File: src/rtl/psmac_seq_ctrl.sv
// Job sequencer for a precision-scalable MAC array.
// Ports: cfg_* job in, op_* beats in, mac_* drive, res_* sum out, busy_o.
module psmac_seq_ctrl #(
  parameter int          ACC_W   = 32,
  parameter int          LEN_W   = 16,
  parameter int          MAC_LAT = 1,
  parameter logic [15:0] SXM_2B  = 16'hFFFF,
  parameter logic [15:0] SYM_2B  = 16'hFFFF,
  parameter logic [15:0] SXM_4B  = 16'h8888,
  parameter logic [15:0] SYM_4B  = 16'h8888,
  parameter logic [15:0] SXM_8B  = 16'h8000,
  parameter logic [15:0] SYM_8B  = 16'h8000
) (
  input  logic             clk_i,
  input  logic             rst_ni,
  input  logic             cfg_valid_i,
  output logic             cfg_ready_o,
  input  logic [1:0]       cfg_prec_i,
  input  logic             cfg_signed_ip_i,
  input  logic             cfg_signed_wt_i,
  input  logic [LEN_W-1:0] cfg_len_i,
  input  logic             op_valid_i,
  output logic             op_ready_o,
  input  logic [31:0]      op_ip_i,
  input  logic [31:0]      op_wt_i,
  output logic [31:0]      mac_ip_o,
  output logic [31:0]      mac_wt_o,
  output logic [3:0]       mac_sx1_o,
  output logic [3:0]       mac_sx2_o,
  output logic [3:0]       mac_sx3_o,
  output logic [3:0]       mac_sx4_o,
  output logic [3:0]       mac_sy1_o,
  output logic [3:0]       mac_sy2_o,
  output logic [3:0]       mac_sy3_o,
  output logic [3:0]       mac_sy4_o,
  output logic             mac_mode1_o,
  output logic             mac_mode2_o,
  input  logic [15:0]      mac_y_i,
  output logic             res_valid_o,
  input  logic             res_ready_i,
  output logic [ACC_W-1:0] res_data_o,
  output logic             res_ovf_o,
  output logic             res_err_o,
  output logic             busy_o
);

  localparam int PD = MAC_LAT + 1;
  localparam logic [PD-1:0] VP_LAST = PD'(1) << MAC_LAT;

  typedef enum logic [1:0] {
    S_IDLE, S_RUN, S_DRAIN, S_RES
  } state_e;

  state_e           state_q, state_d;
  logic [LEN_W-1:0] cnt_q, cnt_d;
  logic [ACC_W-1:0] acc_q, acc_d;
  logic             ovf_q, ovf_d;
  logic             err_q, err_d;
  logic [1:0]       prec_q, prec_d;
  logic             sip_q, sip_d;
  logic             swt_q, swt_d;
  logic [31:0]      mip_q, mip_d;
  logic [31:0]      mwt_q, mwt_d;
  logic [PD-1:0]    vp_q, vp_d;

  logic             cfg_hs, op_hs, active;
  logic [ACC_W-1:0] y_ext, sum;
  logic [15:0]      sxm, sym, sx, sy;

  assign cfg_ready_o = (state_q == S_IDLE) & rst_ni;
  assign op_ready_o  = (state_q == S_RUN);
  assign res_valid_o = (state_q == S_RES);
  assign busy_o      = (state_q != S_IDLE);
  assign cfg_hs      = cfg_valid_i & cfg_ready_o;
  assign op_hs       = op_valid_i & op_ready_o;

  assign y_ext = {{(ACC_W-16){mac_y_i[15]}}, mac_y_i};
  assign sum   = acc_q + y_ext;

  always_comb begin
    state_d = state_q;
    cnt_d   = cnt_q;
    acc_d   = acc_q;
    ovf_d   = ovf_q;
    err_d   = err_q;
    prec_d  = prec_q;
    sip_d   = sip_q;
    swt_d   = swt_q;
    mip_d   = '0;
    mwt_d   = '0;
    vp_d    = vp_q << 1;
    // A 1 leaving the pipe marks mac_y as the result of a real beat.
    if (vp_q[PD-1]) begin
      acc_d = sum;
      if (acc_q[ACC_W-1] == y_ext[ACC_W-1] &&
          sum[ACC_W-1] != acc_q[ACC_W-1])
        ovf_d = 1'b1;
    end
    unique case (state_q)
      S_IDLE: begin
        if (cfg_hs) begin
          prec_d = cfg_prec_i;
          sip_d  = cfg_signed_ip_i;
          swt_d  = cfg_signed_wt_i;
          acc_d  = '0;
          ovf_d  = 1'b0;
          err_d  = (cfg_prec_i == 2'd3);
          cnt_d  = cfg_len_i;
          if (cfg_prec_i == 2'd3 || cfg_len_i == '0) begin
            cnt_d   = '0;
            state_d = S_RES;
          end else begin
            state_d = S_RUN;
          end
        end
      end
      S_RUN: begin
        if (op_hs) begin
          mip_d   = op_ip_i;
          mwt_d   = op_wt_i;
          vp_d[0] = 1'b1;
          cnt_d   = cnt_q - LEN_W'(1);
          if (cnt_q == LEN_W'(1))
            state_d = S_DRAIN;
        end
      end
      S_DRAIN: begin
        if (vp_q == VP_LAST)
          state_d = S_RES;
      end
      S_RES: begin
        if (res_ready_i)
          state_d = S_IDLE;
      end
      default: state_d = S_IDLE;
    endcase
  end

  always_ff @(posedge clk_i) begin
    if (!rst_ni) begin
      state_q <= S_IDLE;
      cnt_q   <= '0;
      acc_q   <= '0;
      ovf_q   <= 1'b0;
      err_q   <= 1'b0;
      prec_q  <= '0;
      sip_q   <= 1'b0;
      swt_q   <= 1'b0;
      mip_q   <= '0;
      mwt_q   <= '0;
      vp_q    <= '0;
    end else begin
      state_q <= state_d;
      cnt_q   <= cnt_d;
      acc_q   <= acc_d;
      ovf_q   <= ovf_d;
      err_q   <= err_d;
      prec_q  <= prec_d;
      sip_q   <= sip_d;
      swt_q   <= swt_d;
      mip_q   <= mip_d;
      mwt_q   <= mwt_d;
      vp_q    <= vp_d;
    end
  end

  // Mode and sign controls only apply while a valid job is held.
  assign active = (state_q != S_IDLE) && (prec_q != 2'd3);

  always_comb begin
    sxm = '0;
    sym = '0;
    unique case (prec_q)
      2'd0: begin sxm = SXM_2B; sym = SYM_2B; end
      2'd1: begin sxm = SXM_4B; sym = SYM_4B; end
      2'd2: begin sxm = SXM_8B; sym = SYM_8B; end
      default: begin sxm = '0; sym = '0; end
    endcase
  end

  assign sx = (active && sip_q) ? sxm : '0;
  assign sy = (active && swt_q) ? sym : '0;
  assign {mac_sx4_o, mac_sx3_o, mac_sx2_o, mac_sx1_o} = sx;
  assign {mac_sy4_o, mac_sy3_o, mac_sy2_o, mac_sy1_o} = sy;

  assign mac_mode1_o = active && (prec_q != 2'd0);
  assign mac_mode2_o = active && (prec_q == 2'd2);

  assign mac_ip_o   = mip_q;
  assign mac_wt_o   = mwt_q;
  assign res_data_o = acc_q;
  assign res_ovf_o  = ovf_q;
  assign res_err_o  = err_q;

endmodule
File: config.mk
export PLATFORM = sky130hd
export DESIGN_NAME = psmac_seq_ctrl
export DESIGN_NICKNAME = d
export VERILOG_FILES = /design/src/rtl/psmac_seq_ctrl.sv
export SDC_FILE = /design/constraint.sdc
export NUM_CORES = 1
export LEC_CHECK = 0
export BUFFER_PORTS_ARGS = -buffer_cell sky130_fd_sc_hd__buf_2
export CAP_MARGIN = 20
export CORE_MARGIN = 2
export CORE_UTILIZATION = 54
export DETAILED_ROUTE_END_ITERATION = 8
export HOLD_SLACK_MARGIN = 0.06
export PLACE_DENSITY = 0.94
export SLEW_MARGIN = 5
export SYNTH_ARGS = -nofsm -noshare
export SYNTH_HDL_FRONTEND = slang
export SYNTH_SLANG_ARGS = --single-unit
File: constraint.sdc
create_clock -name clk_i -period 4.1 [get_ports clk_i]
set_input_delay 0.82 -clock clk_i [delete_from_list [all_inputs] [get_ports clk_i]]
set_output_delay 0.82 -clock clk_i [all_outputs]
set_load 0.02 [all_outputs]
# Word-level counts from Yosys, hierarchy flattened

Index checks and enable logic that the tools add are counted.

Reduce and logical (&&, ||, !) cells: 18
Equal/unequal tests: 16
Shift operators: 0
$add $sub $neg: 2
Div/mod/pow operators: 0
Bitwise operators: 3
Multiplexer cells: 22
Multiply operators: 0
$lt $le $gt $ge: 0

Operator list:

| operator                                                               | count |
|---|---|
| 32-bit two-way mux                                                     | 3 |
| 16-bit two-way mux                                                     | 5 |
| 16-bit one-hot mux with 3 select lines                                 | 1 |
| 32-bit adder                                                           | 1 |
| 16-bit one-hot mux with 2 select lines                                 | 1 |
| 16-bit by 1-bit equality test with 1-bit output, second input constant | 1 |
| 16-bit zero test                                                       | 1 |
| 16-bit by 1-bit subtractor with 16-bit output, second input constant   | 1 |
| 2-bit two-way mux                                                      | 6 |
| 2-bit equality test, second input constant                             | 5 |
| 2-bit one-hot mux with 4 select lines                                  | 1 |
| 1-bit logical AND                                                      | 6 |
| 2-bit by 1-bit != test with 1-bit output, second input constant        | 3 |
| 2-bit != test, second input constant                                   | 3 |
| 3-bit AND reduction                                                    | 2 |
| 2-bit nonzero test                                                     | 3 |
| 1-bit two-way mux                                                      | 5 |
| 5-bit AND reduction                                                    | 1 |
| 2-bit by 1-bit equality test with 1-bit output, second input constant  | 2 |
| 2-bit zero test                                                        | 2 |
| 2-bit AND reduction                                                    | 2 |
| 1-bit bitwise AND                                                      | 3 |
| 1-bit equality test                                                    | 1 |
| 1-bit logical OR                                                       | 1 |
| 1-bit != test                                                          | 1 |

Output and inout port bits: 136
Memory bits (read-only): 0
Latch bits: 0
Register bits after elaboration: 122
Bits in writable memories: 0
Logic and storage cells: 73
Memories kept: 0

# Logic depth before layout (Yosys ltp)

Gate-level depths: netlist of the first run.

Depth in word-level cells: 7
Gate-level depth with buffers: 10
Gate-level depth less buffers: 9

# Worst setup path after synthesis of the first run

Ideal clock, no wire load.

Path kind: register to output
From: register state_q[0]
To: output port mac_sx1_o[1]
Data arrival time: 2195 ps
Setup slack: 1085 ps
Path buffers: 2
Stages on the path, launching flop included: 8
Cell sequence: dfxtp_1 > inv_1 > ha_1 > clkbuf_1 > nor2_1 > and2_1 > nor2b_1 > buf_4

Longest elaborated chain between the ends: 4

RTL lines:

| element                | RTL line | RTL |
|---|---|---|
| from (decl)            | 54       | `state_e state_q, state_d;` |
| from (signal assigned) | 153      | `state_q <= state_d;` |
| 2-bit nonzero test     | 168      | `assign active = (state_q != S_IDLE) && (prec_q != 2'd3);` |
| 1-bit logical AND      | 168      |  |
| 1-bit logical AND      | 181      | `assign sx = (active && sip_q) ? sxm : '0;` |
| 16-bit two-way mux     | 181      |  |
| to (decl)              | 28       | `output logic [3:0] mac_sx1_o,` |

Every way passes these cells.

# Final worst setup path of the first run

From: register state_q[0]
To: output port mac_sy1_o[2]

Longest elaborated chain between the ends: 4

RTL lines:

| element            | RTL line | RTL |
|---|---|---|
| 2-bit nonzero test | 168      |  |
| 1-bit logical AND  | 168      |  |
| 1-bit logical AND  | 182      | `assign sy = (active && swt_q) ? sym : '0;` |
| 16-bit two-way mux | 182      |  |
| to (decl)          | 32       | `output logic [3:0] mac_sy1_o,` |

Every way passes these cells.

==> out/metrics.yaml, run 1 <==
outcome: "finished clean"
synth.ff_latch_count: 122
whs_path_depth: 2
critPathArrivalTime_ns: 2.53
grt_pass1_vias: 6100
ant_nets: 0
drcViolationCount: 0
min_to: "res_err_o"
maxCapViolations: 0
ys.flop_type: "dfxtp_1"
slowest_delay_ns: 0.50
cp_num_buf_inv: 2
ir_worst_vdd_uv: 568
design.core.area_um2: 11500
critPathTopFamily: "simple AND/OR/NAND/NOR gates"
cts_resized: 0
synth_xor_area_share_pct: 3.44
pwr-share-comb_pct: 30.5
leakage_nw: 3.89
initial_core_util_pct: 55.5
synth_top_family_by_area: "simple AND/OR/NAND/NOR gates"
grt_pass1_wl_mm: 29.9
path_clk_slew_ns: 0.06
hpwl_mm: 13.5
crit_fanout: 19
r2r-start: "state_q[1]"
drt-initial-drc-count: 501
hold_violations: 0
fin_crit_sh_pct: 81.6
wl_per_cell_um: 16.9
clockRootBuffer: "clkbuf_16"
worstPathRequired_ns: 3.28
fp-row-count: 39
firstDrtPassIters: 5
intPower_mw: 2.73
io_buffers: 240
finalWorstSetupSlack_ns: 0.753
wl_mm: 18.8
ys_types: 63
io_pins: 241
grt_overflow_total: 0
end_kind: "output port"
worstSetupPathType: "reg -> out"
worstMarginPinSlew_ns: 0.662
htreeDepth: 4
placed_cells: 1076
reg2reg_depth: 8
p_sw_mw: 1.52
place_area_um2: 7440
ys_seq_area_share_pct: 38.4
post_cts_buffers: 0
setup_viol: 0
synthesis.area_um2: 6360
die_w_um: 113
drv_slew: 0
rr_endpoint: "cnt_q[10]"
cts_tree: "built"
worstSetupStartpointType: "flop"
worstHoldStart: "res_err_o"
synth_compound_area_share_pct: 19.6
die_h_um: 113
path_cells: "inv_1, ha_1, nor2_1, and2_1, nor2b_1, buf_2"
yosys_warnings: 0
seqPwrFrac_pct: 33.4
tritoncts.num_buffers: 17
power.share.clock_pct: 36.1
maxSlewHeadroom_pct: 55.8
cts.sink_count: 122
cts.path.max_buffers: 2
critPathSlowestCell: "nor2b_1"
fmax_mhz: 299
num_vias: 6377
stdcell_count: 1109
grt_start_max_net_pins: 66
cts_hold_buf: 0
skew_ns: 0.00665
fin_area_um2: 8040
drive_gt1_share_pct: 30.3
power-per-cell-area_nw_per_um2: 527
vias_per_cell: 5.75
track_usage_pct: 29.6
antenna_found_initial: 1
syn_inst: 750
hp-class: "reg -> reg"
synthArstFlopShare_pct: 0
syn_nets: 893
post-place-ws_ns: 0.839
rsz0062_at_grt: "no"
post-route-util_pct: 70.1
clk_latency_ns: 0.41
dieArea_um2: 12700
rrSetupSlack_ns: 1.26
p_total_mw: 4.24
area_growth_pct: 26.5
yosys.area_share.simple_pct: 23.0
hold_slack_ns: 0.454
muxShareOfSynthArea_pct: 1.89
fin_crit_ns: 3.35
final_nets: 1095
synth_fa_ha_area_share_pct: 7.60
swShare_pct: 35.7
synth.avg_cell_area_um2: 8.48
setup_tns_ns: 0
routabilityCongestion: 0.939
synth-edff-count: 0
## power groups by stage
stage	Combinational [mW]	Clock [mW]	Sequential (mW)
after floorplan	0.891	0	1.48
after global placement	1.22	0	1.43
after detailed placement	1.25	0	1.43
after CTS	1.28	1.55	1.41
after global routing	1.43	1.62	1.43
final	1.29	1.53	1.41
## synthesized netlist by cell type, types with 4 or more instances
cell	number	share of area (%)
ha_1	37	7.3
a211o_1	4	0.55
o21ai_1	14	1.1
o21ai_0	28	2.2
xor2_1	14	1.9
mux2i_1	12	1.9
inv_1	10	0.59
a31oi_1	10	0.98
o221ai_1	4	0.55
dfxtp_1	122	38
nand2_1	57	3.4
a211oi_1	4	0.47
o21a_1	10	1.2
buf_2	5	0.39
nor2_1	68	4.0
xnor2_1	11	1.5
buf_4	26	3.1
and3_1	7	0.69
nand4_1	15	1.5
clkbuf_1	29	1.7
nor2b_1	5	0.49
and2_1	75	7.4
nor3_1	20	1.6
a21o_1	11	1.3
nand3_1	15	1.2
a22o_1	4	0.55
a21oi_1	67	5.3
nor4_1	9	0.89
## sequential cells by signal, indices dropped and copies added (netlist names), 2 cells and up
register	flops
mac_ip_o	32
prec_q	2
mac_wt_o	32
state_q	2
vp_q	2
res_data_o	32
cnt_q	16
## cell type report
class / count / area [µm²]
fillers: 900 / 3420
inverters: 13 / 48.8
diodes: 1 / 2.50
repair buffers: 245 / 1240
clock buffers: 20 / 437
multi-input cells: 553 / 3530
flip-flops and latches: 122 / 2440
well taps: 143 / 179
clock inverters: 12 / 164
## layout by cell type, fill, tap and decap left out, drive strengths merged, types with 20 or more instances in the layout
cell type and n:
o21ai 43, and2 75, nor2 68, clkbuf 20
a21oi 67, buf 245, dfxtp 122, ha 37
nor3 22, nand2 57
## layer usage
metal | up-vias | share of wire [%] | GRT usage (%)
met5 | - | 0 | 0
met4 | 0 | 2.5 | 11.2
met3 | 53 | 9.1 | 9.40
met2 | 327 | 51 | 51.2
met1 | 2938 | 38 | 34.3
li1 | 3059 | - | -
## cell families after synthesis
| logic type | Yosys count |
|---|---|
| buffers and inverters | 75 |
| and+or+nand+nor | 287 |
| muxes | 12 |
| adders and majority gates | 38 |
| DFF | 122 |
| AOI/OAI and AO/OA | 191 |
| xor gates and xnor gates | 25 |
## worst min-delay path, delay by kind of cell (launching register included)
kind	cells	cell delay (ns)
flip-flops	1	0.30
AO/OA/AOI/OAI	1	0.05
AND/OR/NAND/NOR	1	0.05
## how the worst max path moves through the flow
stage / start / endpoint / slack [ns] / cells after the start
2_1_floorplan: state_q[0] / mac_sx1_o[1] / 1.09 / 7
3_3_place_gp: mac_y_i[0] / res_data_o[24] / 0.87 / 10
3_5_place_dp: mac_y_i[0] / res_data_o[24] / 0.84 / 10
4_1_cts: state_q[0] / mac_sy1_o[2] / 0.75 / 6
5_1_grt: state_q[0] / mac_sy1_o[2] / 0.52 / 6
6_report: state_q[0] / mac_sy1_o[2] / 0.75 / 6
(Power assumes the default switching activity.)
==> run 2, diff against run 1 <==
--- a/config.mk
+++ b/config.mk
@@ -5,13 +5,14 @@
 export SDC_FILE = /design/constraint.sdc
 export NUM_CORES = 1
 export LEC_CHECK = 0
+export ABC_AREA = 1
 export BUFFER_PORTS_ARGS = -buffer_cell sky130_fd_sc_hd__buf_2
 export CAP_MARGIN = 20
 export CORE_MARGIN = 2
-export CORE_UTILIZATION = 54
+export CORE_UTILIZATION = 51
 export DETAILED_ROUTE_END_ITERATION = 8
 export HOLD_SLACK_MARGIN = 0.06
-export PLACE_DENSITY = 0.94
+export PLACE_DENSITY = 0.88
 export SLEW_MARGIN = 5
 export SYNTH_ARGS = -nofsm -noshare
 export SYNTH_HDL_FRONTEND = slang
==> constraint.sdc (replaced) <==
create_clock -name clk_i -period 3.1 [get_ports clk_i]
set_input_delay 0.62 -clock clk_i [delete_from_list [all_inputs] [get_ports clk_i]]
set_output_delay 0.62 -clock clk_i [all_outputs]
set_load 0.02 [all_outputs]
==> out/metrics.yaml, run 2 <==
fin_crit_sh_pct: 84.3
final_nets: 1434
cts_hold_buf: 0
outcome: "finished clean"
fp-row-count: 43
grt_start_max_net_pins: 65
yosysMostFrequentCell: "nand2_1"
setup_tns_ns: 0
firstDrtPassIters: 5
post-route-util_pct: 64.2
critPathArrivalTime_ns: 1.99
num_vias: 7396
drt-initial-drc-count: 472
critPathTopFamily: "buffers and inverters"
yosys.area_share.simple_pct: 32.0
reg2reg_depth: 9
antenna_found_initial: 1
tritoncts.num_buffers: 17
muxShareOfSynthArea_pct: 0
cts_tree: "built"
grt_overflow_total: 0
final_common_cell: "buf_2"
critPathSlowestCell: "dfxtp_1"
fin_crit_ns: 2.61
synth_compound_area_share_pct: 10.1
place_area_um2: 8250
io_buffers: 240
cp_num_buf_inv: 4
worstPathRequired_ns: 2.48
fill_cells: 1236
htreeDepth: 4
finalWorstSetupSlack_ns: 0.486
design.core.area_um2: 13800
clk_latency_ns: 0.42
hold_slack_ns: 0.408
dieArea_um2: 14900
synth.ff_latch_count: 122
drcViolationCount: 0
synth-edff-count: 0
worstMarginPinSlew_ns: 1.03
die_h_um: 122
routabilityCongestion: 1.04
min_to: "mac_wt_o[21]"
rr_endpoint: "cnt_q[8]"
r2r-start: "state_q[1]"
synth.avg_cell_area_um2: 6.61
synth_fa_ha_area_share_pct: 6.77
hp-class: "in -> reg"
io_pins: 241
hpwl_mm: 15.3
worstSetupPathType: "reg -> out"
area_growth_pct: 24.0
path_clk_slew_ns: 0.06
synthesis.area_um2: 7130
ant_nets: 0
skew_ns: 0.0121
rrSetupSlack_ns: 0.76
cts.path.max_buffers: 2
drv_slew: 0
synth_xor_area_share_pct: 0.983
stdcell_count: 1486
synth_top_cell_by_area: "dfxtp_1"
cp_common_cell: "inv_1"
wl_mm: 20.1
ys.flop_type: "dfxtp_1"
cts_resized: 0
cts.sink_count: 122
yosys_warnings: 0
track_usage_pct: 26.8
ys_seq_area_share_pct: 34.3
grt_pass1_wl_mm: 31.5
path_cells: "inv_1, ha_1, inv_1, nand2_1, nor3_1, buf_4, buf_2"
whs_path_depth: 3
setup_viol: 0
crit_fanout: 12
initial_core_util_pct: 51.8
ir_worst_vdd_uv: 590
vias_per_cell: 4.98
hold_violations: 0
synthArstFlopShare_pct: 0
clockRootBuffer: "clkbuf_16"
worstSetupStartpointType: "flop"
fmax_mhz: 383
yosys.area.top_type_share_pct: 34.3
grt_pass1_vias: 6797
drive_gt1_share_pct: 25.5
post-place-ws_ns: 0.621
syn_nets: 1221
end_kind: "output port"
wl_per_cell_um: 13.5
syn_inst: 1078
synth_top_family_by_area: "simple AND/OR/NAND/NOR gates"
rsz0062_at_grt: "no"
placed_cells: 1452
fin_area_um2: 8840
die_w_um: 122
worstHoldStart: "op_wt_i[21]"
power-per-cell-area_nw_per_um2: 651
ys_types: 43
leakage_nw: 5.19
post_cts_buffers: 0
maxSlewHeadroom_pct: 31.3
slowest_delay_ns: 0.38
synth_common_cells: "nand2_1 (205), inv_1 (202), nor2_1 (174)"
final_cell_mix: "buf_2 (240), nand2_1 (205), inv_1 (202), nor2_1 (174), dfxtp_1 (121)"
p_total_mw: 5.75
maxCapViolations: 0
yosys-top-cells-area: "dfxtp_1 (34%), nand2_1 (11%), inv_1 (11%), nor2_1 (9.2%), ha_1 (6.5%)"
## run 2: per-layer routing
| layer | vias to the layer above | GRT usage (%) | share of wire, % |
|---|---|---|---|
| met5 | - | 0 | 0 |
| met4 | 0 | 13.2 | 3.3 |
| met2 | 281 | 47.4 | 51 |
| li1 | 3725 | - | - |
| met3 | 54 | 6.64 | 6.8 |
| met1 | 3336 | 29.9 | 39 |
## run 2: cell families after synthesis
family / after synthesis
flip-flops: 122
adder cells (fa/ha/maj): 38
buffers and inverters: 262
AND/OR/NAND/NOR: 522
AO/OA/AOI/OAI: 126
XOR/XNOR: 8
## run 2: layout make-up
cell class / count / area, µm² / area share [%]
inverter: 211 / 792 / 8.96
multi-input combinational: 694 / 3550 / 40.2
clock inverter: 15 / 155 / 1.76
timing repair buffer: 245 / 1240 / 14.0
antenna: 2 / 5.00 / 0.0566
clock buffer: 17 / 425 / 4.81
sequential: 122 / 2440 / 27.6
tap: 180 / 225 / 2.55
## run 2: worst max path at each step
| stage | start | slack [ns] | end | cells past startpoint |
|---|---|---|---|---|
| floorplan | state_q[0] | 0.17 | mac_sx1_o[1] | 6 |
| global placement | mac_y_i[15] | 0.66 | res_data_o[30] | 12 |
| detailed placement | mac_y_i[15] | 0.62 | res_data_o[30] | 12 |
| CTS | state_q[0] | 0.48 | mac_sy3_o[2] | 7 |
| global route | state_q[0] | 0.28 | mac_sy3_o[2] | 7 |
| finish | state_q[0] | 0.49 | mac_sy3_o[2] | 7 |
## run 2: worst register-to-register path, stage by stage (launching register included)
cell and delay (ns):
dfxtp_1 0.33, inv_1 0.10, ha_1 0.60, nand2_1 0.20, o21ai_0 0.15, nand2_2 0.21, inv_2 0.33, a21boi_0 0.14
o21ai_1 0.14, inv_1 0.04
## run 2: power breakdown
group	internal, mW	switching [mW]
Sequential	1.74	0.122
Clock	1.13	0.833
Combinational	0.625	1.30
Total	3.50	2.26
